`src/rtl/pwm_fade_pkg.sv`:
```
`default_nettype none
// ============================================================================
// Module   : pwm_fade_pkg
// Brief    : Shared register map, CTRL bit positions, FSM encoding and
//            duty-stepping helpers for the PWM fade controller.
// Revision : 1.0 - initial release
// ============================================================================
package pwm_fade_pkg;

    localparam logic [3:0] c_ADDR_TARGET = 4'h0;
    localparam logic [3:0] c_ADDR_STEP   = 4'h1;
    localparam logic [3:0] c_ADDR_RATE   = 4'h2;
    localparam logic [3:0] c_ADDR_CTRL   = 4'h3;
    localparam logic [3:0] c_ADDR_STATUS = 4'h4;
    localparam logic [3:0] c_ADDR_DUTY   = 4'h5;

    localparam int c_CTRL_EN      = 0;
    localparam int c_CTRL_BREATHE = 1;

    localparam logic [1:0] c_ST_IDLE = 2'd0;
    localparam logic [1:0] c_ST_RAMP = 2'd1;
    localparam logic [1:0] c_ST_HOLD = 2'd2;

    function automatic logic [7:0] f_at_least_one(input logic [7:0] v);
        return (v == 8'd0) ? 8'd1 : v;
    endfunction

    // One step of size 'step' from 'duty' toward 'goal', clamped so it never passes the goal.
    function automatic logic [7:0] f_step_toward(input logic [7:0] duty,
                                                 input logic [7:0] step,
                                                 input logic [7:0] goal);
        logic [8:0] sum;
        logic [8:0] diff;
        sum  = {1'b0, duty} + {1'b0, step};
        diff = {1'b0, duty} - {1'b0, step};
        if (duty < goal)
            return (sum >= {1'b0, goal}) ? goal : sum[7:0];
        else if (duty > goal)
            return (diff[8] || (diff[7:0] <= goal)) ? goal : diff[7:0];
        else
            return goal;
    endfunction

endpackage
`default_nettype wire

```
`src/rtl/pwm_fade_tick.sv`:
```
`default_nettype none
// ============================================================================
// Module   : pwm_fade_tick
// Brief    : Rate prescaler; counts PWM periods and flags when a step is due.
// Revision : 1.0 - initial release
// ============================================================================
module pwm_fade_tick
    import pwm_fade_pkg::*;
(
    input  logic       clk,
    input  logic       rst_n,
    input  logic       i_enable,
    input  logic       i_clear,
    input  logic       i_period_start,
    input  logic [7:0] i_rate,
    output logic       o_step_due
);

    logic [7:0] r_count;
    logic [7:0] w_limit;
    logic       w_match;

    assign w_limit = f_at_least_one(i_rate) - 8'd1;
    // '>=' so lowering RATE mid-ramp does not force a full 256-period wrap.
    assign w_match = (r_count >= w_limit);

    assign o_step_due = i_enable & i_period_start & w_match & ~i_clear;

    always_ff @(posedge clk or negedge rst_n) begin
        if (!rst_n)
            r_count <= 8'd0;
        else if (i_clear || o_step_due)
            r_count <= 8'd0;
        else if (i_enable && i_period_start)
            r_count <= r_count + 8'd1;
    end

endmodule
`default_nettype wire

```
`src/rtl/tqvp_pwm_fade_ctrl.sv`:
```
`default_nettype none
// ============================================================================
// Module   : tqvp_pwm_fade_ctrl
// Brief    : Register-mapped PWM duty fader with one-shot and breathe modes.
// Revision : 1.0 - initial release
// ============================================================================
module tqvp_pwm_fade_ctrl
    import pwm_fade_pkg::*;
(
    input  logic       clk,
    input  logic       rst_n,
    input  logic [3:0] address,
    input  logic       data_write,
    input  logic [7:0] data_in,
    output logic [7:0] data_out,
    input  logic       period_start,
    output logic [7:0] duty_out,
    output logic       busy,
    output logic       done_irq
);

    logic [1:0] r_state;
    logic [1:0] w_next_state;
    logic [7:0] r_target;
    logic [7:0] r_step;
    logic [7:0] r_rate;
    logic [1:0] r_ctrl;
    logic [7:0] r_duty;
    logic       r_done_sticky;
    logic       r_done_irq;
    logic       r_goal_zero;
    logic       w_busy;

    logic       w_wr_target;
    logic       w_wr_ctrl;
    logic       w_restart;
    logic       w_hold_same;
    logic       w_step_due;
    logic       w_reached;
    logic [7:0] w_goal;
    logic [7:0] w_next_duty;

    assign w_wr_target = data_write && (address == c_ADDR_TARGET);
    assign w_wr_ctrl   = data_write && (address == c_ADDR_CTRL);
    assign w_restart   = w_wr_target && r_ctrl[c_CTRL_EN];
    assign w_hold_same = (r_state == c_ST_HOLD) && (data_in == r_duty);
    assign w_goal      = r_goal_zero ? 8'd0 : r_target;
    assign w_next_duty = f_step_toward(r_duty, f_at_least_one(r_step), w_goal);
    assign w_reached   = (w_next_duty == w_goal);

    // Any restarting write clears the prescaler, which also suppresses a coincident step.
    pwm_fade_tick u_tick (
        .clk            (clk),
        .rst_n          (rst_n),
        .i_enable       (r_state == c_ST_RAMP),
        .i_clear        (w_wr_ctrl || w_restart),
        .i_period_start (period_start),
        .i_rate         (r_rate),
        .o_step_due     (w_step_due)
    );

    always_ff @(posedge clk or negedge rst_n) begin
        if (!rst_n)
            r_state <= c_ST_IDLE;
        else
            r_state <= w_next_state;
    end

    always_comb begin
        w_next_state = r_state;
        if (w_wr_ctrl)
            w_next_state = data_in[c_CTRL_EN] ? c_ST_RAMP : c_ST_IDLE;
        else if (w_restart)
            w_next_state = w_hold_same ? c_ST_HOLD : c_ST_RAMP;
        else if ((r_state == c_ST_RAMP) && w_step_due && w_reached && !r_ctrl[c_CTRL_BREATHE])
            w_next_state = c_ST_HOLD;
    end

    always_comb begin
        w_busy = (r_state == c_ST_RAMP);
    end

    always_ff @(posedge clk or negedge rst_n) begin
        if (!rst_n) begin
            r_target      <= 8'd0;
            r_step        <= 8'd0;
            r_rate        <= 8'd0;
            r_ctrl        <= 2'd0;
            r_duty        <= 8'd0;
            r_done_sticky <= 1'b0;
            r_done_irq    <= 1'b0;
            r_goal_zero   <= 1'b0;
        end else begin
            r_done_irq <= 1'b0;
            if (data_write) begin
                case (address)
                    c_ADDR_TARGET: r_target <= data_in;
                    c_ADDR_STEP:   r_step   <= data_in;
                    c_ADDR_RATE:   r_rate   <= data_in;
                    c_ADDR_CTRL:   r_ctrl   <= data_in[1:0];
                    default:       ;
                endcase
            end
            if (w_wr_ctrl) begin
                r_done_sticky <= 1'b0;
                r_goal_zero   <= 1'b0;
            end else if (w_restart) begin
                r_goal_zero <= 1'b0;
                if (w_hold_same) begin
                    r_done_irq    <= 1'b1;
                    r_done_sticky <= 1'b1;
                end
            end else if ((r_state == c_ST_RAMP) && w_step_due) begin
                r_duty <= w_next_duty;
                if (w_reached) begin
                    // In breathe mode only arrival at TARGET counts as completion.
                    if (!r_ctrl[c_CTRL_BREATHE] || !r_goal_zero) begin
                        r_done_irq    <= 1'b1;
                        r_done_sticky <= 1'b1;
                    end
                    if (r_ctrl[c_CTRL_BREATHE])
                        r_goal_zero <= ~r_goal_zero;
                end
            end
        end
    end

    always_comb begin
        data_out = 8'h00;
        case (address)
            c_ADDR_TARGET: data_out = r_target;
            c_ADDR_STEP:   data_out = r_step;
            c_ADDR_RATE:   data_out = r_rate;
            c_ADDR_CTRL:   data_out = {6'b0, r_ctrl};
            c_ADDR_STATUS: data_out = {6'b0, r_done_sticky, w_busy};
            c_ADDR_DUTY:   data_out = r_duty;
            default:       data_out = 8'h00;
        endcase
    end

    assign duty_out = r_duty;
    assign busy     = w_busy;
    assign done_irq = r_done_irq;

endmodule
`default_nettype wire

```
`config.mk`:
```
export PLATFORM = sky130hd
export DESIGN_NAME = tqvp_pwm_fade_ctrl
export DESIGN_NICKNAME = d
export VERILOG_FILES = /design/src/rtl/pwm_fade_pkg.sv /design/src/rtl/pwm_fade_tick.sv /design/src/rtl/tqvp_pwm_fade_ctrl.sv
export SDC_FILE = /design/constraint.sdc
export NUM_CORES = 1
export LEC_CHECK = 0
export CORE_ASPECT_RATIO = 0.8
export CORE_MARGIN = 2
export CORE_UTILIZATION = 45
export DETAILED_ROUTE_END_ITERATION = 8
export PLACE_DENSITY = 0.71
export SYNTH_ARGS = -nofsm -noshare
export SYNTH_HDL_FRONTEND = slang
export SYNTH_SLANG_ARGS = --single-unit
export TNS_END_PERCENT = 1
```
`constraint.sdc`:
```
create_clock -name clk -period 6.51 [get_ports clk]
set_input_delay 0.651 -clock clk [delete_from_list [all_inputs] [get_ports clk]]
set_output_delay 0.651 -clock clk [all_outputs]
set_load 0.02 [all_outputs]
```
==> qor.log <==
qor: grt.grt_pass1_wl 19.7 mm
qor: synthesis.synth_enable_flop_cells 0
qor: timing.grt_setup_unrepaired false
qor: pwr.powerDensity 476 nW/µm²
qor: pwr.report.power.total 2.30 mW
qor: timing.final_worst_path_cycle_share 0.749
qor: layout.antenna_cells_inserted 0
qor: setup_path.element_type_at_the_critical_path_end flop
qor: hold_path.worstHoldPathType reg -> reg
qor: synthesis.synth-compound-area-share 0.170
qor: clock_network.cts_tree built
qor: synthesis.synth_async_sr_flop_share 1.00
qor: floorplanning.die_x 113 µm
qor: timing.fin_skew 0.00678 ns
qor: grt.grt_remaining_overflow 0
qor: synthesis.post_synth_xor_area_fraction 0.0887
qor: timing.report.final.hold_viol_count 0
qor: synthesis.synth.mux.area_fraction 0.103
qor: timing.worst_pin_slew 1.05 ns
qor: setup_path.start_kind flop
qor: synthesis.sequential_area_share_after_synthesis 0.273
qor: timing.max_slew_headroom 0.297
qor: setup_path.critical_path_arrival 5.05 ns
qor: timing.worst_hold_slack 0.533 ns
qor: run_status.status finished clean
qor: setup_path.rr_startpoint r_step[1]$_DFFE_PN0P_
qor: clock_network.cts_max_level 2
qor: drt.drt-wirelength-per-cell 19.8 µm
qor: layout.layout_cells_sized_above_1 0.0815
qor: grt.antenna_violations_before_repair 1
qor: timing.layout_min_cycle_time 4.88 ns
qor: clock_network.clk_root_buf sky130_fd_sc_hd__clkbuf_16
qor: floorplanning.die_h 91.4 µm
qor: clock_network.ctsResizeCount 0
qor: pwr.worst_ir_drop_vdd 0.000164 V
qor: timing.fin_tns_setup 0 ns
qor: clock_network.cts-buffers-inserted 5
qor: clock_network.clk-insertion-delay-late 0.29 ns
qor: floorplanning.top_level_port_count 34
qor: place.port_buffers 33
qor: drt.drt-pass1-iter-count 5
qor: layout.area_delta_synth_final 12.2%
qor: synthesis.syn_avg_cell_area 8.92 µm²
qor: floorplanning.design.core.area 9150 µm²
qor: layout.final_net_count 572
qor: synthesis.ys_ff_latch 47
qor: synthesis.syn-instance-count 482
qor: clock_network.clock_pin_slew_worst_setup_and_hold_paths 0.06 ns
qor: timing.max_freq 205 MHz
qor: drt.postRouteAntennaNets 0
qor: setup_path.ff2ff_path_depth 19
qor: floorplanning.fp.dieArea 10,400 µm²
qor: synthesis.dominantRegCellSynth sky130_fd_sc_hd__dfrtp_1
qor: grt.grt_pass1_vias 3,779
qor: timing.timing.final.max_slew_violations 0
qor: place.globalplace.congestion 0.974
qor: setup_path.regToRegSetupSlack 1.63 ns
qor: job.cap_violations 0
qor: floorplanning.initial_core_util 0.470
qor: synthesis.simple_logic_cell_fraction_of_the_synthesized_area 0.158
qor: synthesis.adder_cell_fraction_of_synth_area 0.161
qor: setup_path.critPathMaxFanout 11
qor: setup_path.worst_setup_path_class reg -> reg
qor: synthesis.dominant_combinational_cell_family_by_area_after_synthesis compound AO/OA/AOI/OAI gates
qor: clock_network.post_cts_hold_buffer_count 0
qor: grt.maximum_number_of_pins_on_one_net_before_global_route_repair 48
qor: drt.remaining_drc_errors 0
qor: place.place_hpwl 9.54 mm
qor: drt.drt-initial-drc-count 308
qor: hold_path.worstHoldPathCells 1
qor: clock_network.cts.path.max_buffers 2
qor: setup_path.crit-reg2reg-capture r_goal_zero$_DFFE_PN0P_
qor: synthesis.synth.cell_area 4300 µm²
qor: synthesis.ys_types 63
qor: hold_path.hp-start r_target[0]$_DFFE_PN0P_
qor: drt.via_to_cell_ratio 6.09
qor: floorplanning.placement_rows 31
qor: timing.report.final.setup_viol 0
qor: pwr.leakagePower 2.13 nW
qor: clock_network.cts.sink_count 47
qor: drt.route.vias.total 3,765
qor: drt.wl 12.3 mm
qor: clock_network.cts_setup_buffers 0
qor: setup_path.crit_required 6.68 ns
qor: synthesis.synth-warning-count 0
qor: hold_path.timing.hold.worst_endpoint r_target[0]$_DFFE_PN0P_
qor: grt.grt_util_all_layers 0.241
qor: synthesis.synthesis.nets 552
power breakdown:
group | internal [mW] | switching (mW)
Combinational | 0.652 | 0.900
Sequential | 0.363 | 0.138
Clock | 0.142 | 0.104
Total | 1.16 | 1.14
cell families (layout without fill, tap and decap cells):
kind of cell               Yosys count  after routing
AOI/OAI and AO/OA                  112            112
DFF                                 47             47
adders and majority gates           54             54
and+or+nand+nor                    137            137
muxes                               40             40
xor gates and xnor gates            42             42
buffers and inverters               50             71
critical path, cell delays in order, from the launching register on:
cell and delay, ns:
sky130_fd_sc_hd__dfrtp_1 0.47, sky130_fd_sc_hd__nor4_1 0.32, sky130_fd_sc_hd__a41o_1 0.23, sky130_fd_sc_hd__ha_1 0.16
sky130_fd_sc_hd__inv_1 0.07, sky130_fd_sc_hd__fa_1 0.41, sky130_fd_sc_hd__a211oi_1 0.31, sky130_fd_sc_hd__o21bai_1 0.13
sky130_fd_sc_hd__a21oi_1 0.25, sky130_fd_sc_hd__xnor2_1 0.26, sky130_fd_sc_hd__ha_1 0.34, sky130_fd_sc_hd__nand4_1 0.13
sky130_fd_sc_hd__nor2_1 0.06, sky130_fd_sc_hd__nor2_1 0.08, sky130_fd_sc_hd__o21ai_0 0.11, sky130_fd_sc_hd__or3_1 0.53
sky130_fd_sc_hd__o22a_1 0.26, sky130_fd_sc_hd__a22o_1 0.25, sky130_fd_sc_hd__and2_4 0.18, sky130_fd_sc_hd__a31o_1 0.20
cells in the final DEF (no fill, tap or decap), types with 5 or more instances in the layout:
cell type / count
sky130_fd_sc_hd__ha_1: 52
sky130_fd_sc_hd__dfrtp_1: 47
sky130_fd_sc_hd__nor2_1: 39
sky130_fd_sc_hd__xnor2_1: 32
sky130_fd_sc_hd__clkdlybuf4s50_1: 32
sky130_fd_sc_hd__nand2_1: 31
sky130_fd_sc_hd__inv_1: 28
sky130_fd_sc_hd__o21ai_0: 28
sky130_fd_sc_hd__mux2_2: 24
sky130_fd_sc_hd__a21oi_1: 20
sky130_fd_sc_hd__mux2i_1: 15
sky130_fd_sc_hd__o22ai_1: 12
sky130_fd_sc_hd__nor2b_1: 12
sky130_fd_sc_hd__nand2b_1: 9
sky130_fd_sc_hd__xor2_1: 9
sky130_fd_sc_hd__nand3_1: 9
sky130_fd_sc_hd__nor3_1: 7
sky130_fd_sc_hd__nand4_1: 7
sky130_fd_sc_hd__a31oi_1: 6
sky130_fd_sc_hd__a211oi_1: 6
sky130_fd_sc_hd__nor4_1: 5
sky130_fd_sc_hd__clkbuf_16: 5
metrics by stage:
step	area, µm²	util	setup slack (ns)	cells
final	4820	0.527	1.63	618
after global routing	4820	0.527	1.22	618
after CTS	4820	0.527	1.71	618
after detailed placement	4690	0.512	1.74	610
after global placement	4690	0.512	1.88	610
after floorplan	4300	-	2.31	482
metal layers:
| layer | GRT usage | part of all wire | vias to the layer above |
|---|---|---|---|
| met4 | 0.0478 | 0.013 | 0 |
| li1 | - | - | 1775 |
| met2 | 0.360 | 0.43 | 138 |
| met3 | 0.0601 | 0.076 | 20 |
| met5 | 0 | 0 | - |
| met1 | 0.352 | 0.48 | 1832 |
Yosys cell counts, types with 3 or more instances:
cell type | n | area [µm²]
sky130_fd_sc_hd__or3_1 | 4 | 25.0
sky130_fd_sc_hd__clkbuf_1 | 12 | 45.0
sky130_fd_sc_hd__nand2_1 | 31 | 116
sky130_fd_sc_hd__nand3_1 | 9 | 45.0
sky130_fd_sc_hd__a21oi_1 | 20 | 100
sky130_fd_sc_hd__nand2b_1 | 9 | 56.3
sky130_fd_sc_hd__o221ai_1 | 3 | 26.3
sky130_fd_sc_hd__mux2_2 | 24 | 270
sky130_fd_sc_hd__a21o_1 | 3 | 22.5
sky130_fd_sc_hd__or4_1 | 3 | 22.5
sky130_fd_sc_hd__o21ai_0 | 28 | 140
sky130_fd_sc_hd__a211oi_1 | 6 | 45.0
sky130_fd_sc_hd__o22ai_1 | 12 | 75.1
sky130_fd_sc_hd__mux2i_1 | 15 | 150
sky130_fd_sc_hd__nor4_1 | 5 | 31.3
sky130_fd_sc_hd__buf_2 | 6 | 30.0
sky130_fd_sc_hd__nor2_1 | 39 | 146
sky130_fd_sc_hd__nor2b_1 | 12 | 75.1
sky130_fd_sc_hd__nor3_1 | 7 | 35.0
sky130_fd_sc_hd__inv_1 | 28 | 105
sky130_fd_sc_hd__o211ai_1 | 4 | 30.0
sky130_fd_sc_hd__ha_1 | 52 | 651
sky130_fd_sc_hd__o21a_1 | 3 | 22.5
sky130_fd_sc_hd__o31ai_1 | 3 | 22.5
sky130_fd_sc_hd__dfrtp_1 | 47 | 1180
sky130_fd_sc_hd__xnor2_1 | 32 | 280
sky130_fd_sc_hd__a31oi_1 | 6 | 37.5
sky130_fd_sc_hd__xor2_1 | 9 | 78.8
sky130_fd_sc_hd__nand4_1 | 7 | 43.8
layout make-up:
| cell class | count | area, µm² |
|---|---|---|
| Fill cell | 866 | 4330 |
| Clock inverter | 1 | 5.00 |
| Sequential cell | 47 | 1180 |
| Clock buffer | 7 | 133 |
| Tap cell | 115 | 144 |
| Inverter | 29 | 109 |
| Multi-Input combinational cell | 385 | 2930 |
| Timing Repair Buffer | 34 | 333 |
sequential cells by signal, summed over array words and instances, names as in the netlist:
signal	flops
done_irq	1
duty_out	8
r_ctrl	2
r_done_sticky	1
r_goal_zero	1
r_rate	8
r_state	2
r_step	8
r_target	8
u_tick.r_count	8
worst max path at each step:
stage | start | to | slack [ns] | cells after the start
after global routing | r_step[1]$_DFFE_PN0P_ | r_done_sticky$_DFFE_PN0P_ | 1.22 | 19
after CTS | r_step[1]$_DFFE_PN0P_ | r_goal_zero$_DFFE_PN0P_ | 1.71 | 19
after floorplan | r_step[2]$_DFFE_PN0P_ | r_goal_zero$_DFFE_PN0P_ | 2.31 | 19
after global placement | r_step[1]$_DFFE_PN0P_ | r_goal_zero$_DFFE_PN0P_ | 1.88 | 19
after detailed placement | r_step[1]$_DFFE_PN0P_ | r_goal_zero$_DFFE_PN0P_ | 1.74 | 19
final | r_step[1]$_DFFE_PN0P_ | r_goal_zero$_DFFE_PN0P_ | 1.63 | 19
(Power assumes the default switching activity.)
==> edit 1 (same settings) <==
Reset style: synchronous (`rst_n`), changed in 3 clocked blocks.
--- a/src/rtl/pwm_fade_tick.sv
+++ b/src/rtl/pwm_fade_tick.sv
@@ -28,3 +28,3 @@
 
-    always_ff @(posedge clk or negedge rst_n) begin
+    always_ff @(posedge clk) begin
         if (!rst_n)
--- a/src/rtl/tqvp_pwm_fade_ctrl.sv
+++ b/src/rtl/tqvp_pwm_fade_ctrl.sv
@@ -61,3 +61,3 @@
 
-    always_ff @(posedge clk or negedge rst_n) begin
+    always_ff @(posedge clk) begin
         if (!rst_n)
@@ -82,3 +82,3 @@
 
-    always_ff @(posedge clk or negedge rst_n) begin
+    always_ff @(posedge clk) begin
         if (!rst_n) begin
Formal check against the unedited RTL: differs if rst_n is asserted again (counterexample within 4 cycles, from zero or initial values and one cycle with rst_n low); with rst_n held inactive, the same outputs for 4 cycles.
==> edit 1 against the unedited design <==
- area after synthesis fell by 2.3%
- worst hold slack got worse by 0.072 ns
- utilization fell by 0.60 points
- first-iteration DRC count rose by 38%
- setup slack improved by 0.19 ns
- via count rose by 6.2%
- sequential cell count did not move
- non-clock buffer count did not move
- design area fell by 2.0%
- wire length rose by 0.94%
- largest cell class unchanged
- highest routed layer unchanged
Power is left out: it rests on default switching activity, and per cell area and clock period it moved more than threefold.
==> edit 1: results (changes against the unedited design) <==
cells on worst reg2reg path 17 (-2); adder and majority gate portion of the synthesized area 16.4% (+0.38 points); post-DP HPWL 9.64 mm (+1.1%); Compound-Gate Fraction of Synth Area 19.3% (+2.3 points); net count after synthesis 596 (+8.0%); post-synthesis xor/xnor area fraction 8.31% (-0.57 points); crit path DAT 4.87 ns (-0.18 ns); antenna violations before repair 0 (-1); Reg2Reg Setup Slack 1.82 ns (+0.19 ns); met1 WL 5.87 mm (-0.66%); Final Skew 0.0100 ns (+0.00324 ns); Synth cell types 72 (+14%); fmax 213 MHz (+4.0%); Post-synth top cells nand2_1, ha_1, nor2_1; status finished, final reports clean; final net count 614 (+7.3%); vias in the first global route 3658 (-3.2%); share of cells above drive strength 1 5.50% (-2.6 points); GRT Total Usage 24.6% (+0.53 points); GRT met3 Usage 5.57% (-0.44 points); FFs w/ async S/R, synth 0% (-100 points); register area share after synthesis 22.4% (-5.0 points); mux contribution to synthesized area 5.51% (-4.8 points); Hold WS 0.461 ns (-0.0721 ns); Slew HR 36.3% (+6.6 points); Critical Path Source r_step[1]
[edit 1: worst max-delay path: stages, from the launching register on]
cell and delay, ns:
dfxtp_1 0.43, inv_1 0.13, a41o_1 0.28, ha_1 0.21, fa_1 0.39, and2b_2 0.23, o2111a_1 0.24, a211oi_1 0.48
ha_1 0.34, nand3_1 0.11, o221ai_1 0.12, a211oi_1 0.32, nand4_2 0.35, nor3b_1 0.37, nand2_1 0.13, nand4_2 0.14
nor4_2 0.07, o31a_1 0.23
[edit 1: worst paths after layout]
path,to
min,r_target[5]
min reg2reg,r_target[5]
max,r_state[1]
max reg2reg,r_state[1]
[edit 1: final cells by class]
cell class / count / area, sq um
clock inverter: 3 / 43.8
sequential: 47 / 941
inverter: 24 / 90.1
multi-input combinational: 432 / 3050
fill: 858 / 4350
timing repair buffer: 34 / 338
tap: 115 / 144
clock buffer: 5 / 125
==> edit 2 (same flow settings) <==
Without the edit above. Add an input register stage for `address`, `data_write`, `data_in` and `period_start`, without a reset; this delays them by one clock.
--- a/src/rtl/tqvp_pwm_fade_ctrl.sv
+++ b/src/rtl/tqvp_pwm_fade_ctrl.sv
@@ -20,2 +20,14 @@
 );
+
+    logic [3:0] address_q;
+    logic data_write_q;
+    logic [7:0] data_q;
+    logic period_start_q;
+
+    always_ff @(posedge clk) begin
+        address_q      <= address;
+        data_write_q   <= data_write;
+        data_q         <= data_in;
+        period_start_q <= period_start;
+    end
 
@@ -42,6 +54,6 @@
 
-    assign w_wr_target = data_write && (address == c_ADDR_TARGET);
-    assign w_wr_ctrl   = data_write && (address == c_ADDR_CTRL);
+    assign w_wr_target = data_write_q && (address_q == c_ADDR_TARGET);
+    assign w_wr_ctrl   = data_write_q && (address_q == c_ADDR_CTRL);
     assign w_restart   = w_wr_target && r_ctrl[c_CTRL_EN];
-    assign w_hold_same = (r_state == c_ST_HOLD) && (data_in == r_duty);
+    assign w_hold_same = (r_state == c_ST_HOLD) && (data_q == r_duty);
     assign w_goal      = r_goal_zero ? 8'd0 : r_target;
@@ -56,3 +68,3 @@
         .i_clear        (w_wr_ctrl || w_restart),
-        .i_period_start (period_start),
+        .i_period_start (period_start_q),
         .i_rate         (r_rate),
@@ -71,3 +83,3 @@
         if (w_wr_ctrl)
-            w_next_state = data_in[c_CTRL_EN] ? c_ST_RAMP : c_ST_IDLE;
+            w_next_state = data_q[c_CTRL_EN] ? c_ST_RAMP : c_ST_IDLE;
         else if (w_restart)
@@ -94,8 +106,8 @@
             r_done_irq <= 1'b0;
-            if (data_write) begin
-                case (address)
-                    c_ADDR_TARGET: r_target <= data_in;
-                    c_ADDR_STEP:   r_step   <= data_in;
-                    c_ADDR_RATE:   r_rate   <= data_in;
-                    c_ADDR_CTRL:   r_ctrl   <= data_in[1:0];
+            if (data_write_q) begin
+                case (address_q)
+                    c_ADDR_TARGET: r_target <= data_q;
+                    c_ADDR_STEP:   r_step   <= data_q;
+                    c_ADDR_RATE:   r_rate   <= data_q;
+                    c_ADDR_CTRL:   r_ctrl   <= data_q[1:0];
                     default:       ;
@@ -129,3 +141,3 @@
         data_out = 8'h00;
-        case (address)
+        case (address_q)
             c_ADDR_TARGET: data_out = r_target;
Formal check against the unedited RTL: not equivalent (a bounded check fails within 4 cycles, from zero or initial values and one cycle with rst_n low).
==> edit 2 against the unedited design <==
- area after synthesis is 12% higher
- power is 15% higher
- worst hold slack worse by 0.12 ns
- setup slack worse by 0.19 ns
- combinational power is 3% higher
- wire length is 4.9% higher
- design area is 14% higher
- sequential cell count is 14 higher
- largest cell class unchanged
==> edit 2: results (changes against the unedited design) <==
status finished, final reports clean; Multi-Input Combinational 422 (+9.6%); CTS Buf Count 9 (+4); crit path max-delay cell type nor4_1; Final Skew 0.00847 ns (+0.00168 ns); post-DP HPWL 10.0 mm (+4.8%); final net count 625 (+9.3%); WL/cell 18.4 um (-7.4%); H-tree depth 3 (+1); met2 wire len 5.42 mm (+3.0%); Sink Count 61 (+30%); crit path DAT 5.28 ns (+0.23 ns); Mapped Cells 532 (+10%); synthesized cell area 0.00480 sq mm (+12%); fill count 945 (+9.1%); Worst Hold Class in2async; share of cells above drive strength 1 10.4% (+2.2 points); NonClk Buf Share 6.34% (-0.56 points); GRT Total Usage 23.4% (-0.66 points); Seq pwr share 22.3% (+0.5 points); placed cell count 685 (+12%); Hold WS 0.412 ns (-0.121 ns); met1 WL 6.51 mm (+10%); buffers outside the clock class 36 (+5.9%); vias in the first global route 3795 (+0.42%); Post-Route WL 12.9 mm (+4.9%); drt initial violations 341 (+11%); Inverters, non-clock 26 (-10%); Sw Pwr 0.00124 W (+8.2%); GPL Wtd Cong 0.968 (-0.65%); Synth area leaders dfrtp_1, ha_1, mux2_2, dfxtp_1, nor2_1; register area share after synthesis 30.4% (+3.0 points); fraction of area in multi-input gates 57.1% (-3.5 points); Clock Latency Late Sink 0.33 ns (+0.04 ns); footprint of the multi-input gates 0.00314 sq mm (+7.2%); Leakage 2.43 nW (+14%); net count after synthesis 601 (+8.9%); global-route wire length before repair 20.5 mm (+4.0%)
## edit 2: final timing paths
| check | to | depth (start not counted) | startpoint |
|---|---|---|---|
| max | r_state[0] | 18 | r_step[6] |
| min reg2reg | r_ctrl[1] | 2 | data_q[1] |
| max in group asynchronous | r_target[7] | 2 | rst_n |
| max reg2reg | r_state[0] | 18 | r_step[6] |
| min in group clk | r_ctrl[1] | 2 | data_q[1] |
| min | duty_out[1] | 2 | rst_n |
## edit 2: cell families (layout without fill, tap and decap cells)
group,after synthesis,after routing,synth area share (%)
flip-flops,61,61,30.4
XOR/XNOR,37,37,6.76
AO/OA/AOI/OAI,107,107,15.6
multiplexers,37,37,8.66
AND/OR/NAND/NOR,188,188,20.2
adder cells (fa/ha/maj),53,53,14.1
buffers and inverters,49,77,4.25
## edit 2: layer usage
metal | GRT usage, % | up-vias
met5 | 0 | -
met4 | 6.67 | 0
met3 | 4.15 | 22
met2 | 34.8 | 119
met1 | 34.8 | 1983
li1 | - | 1961
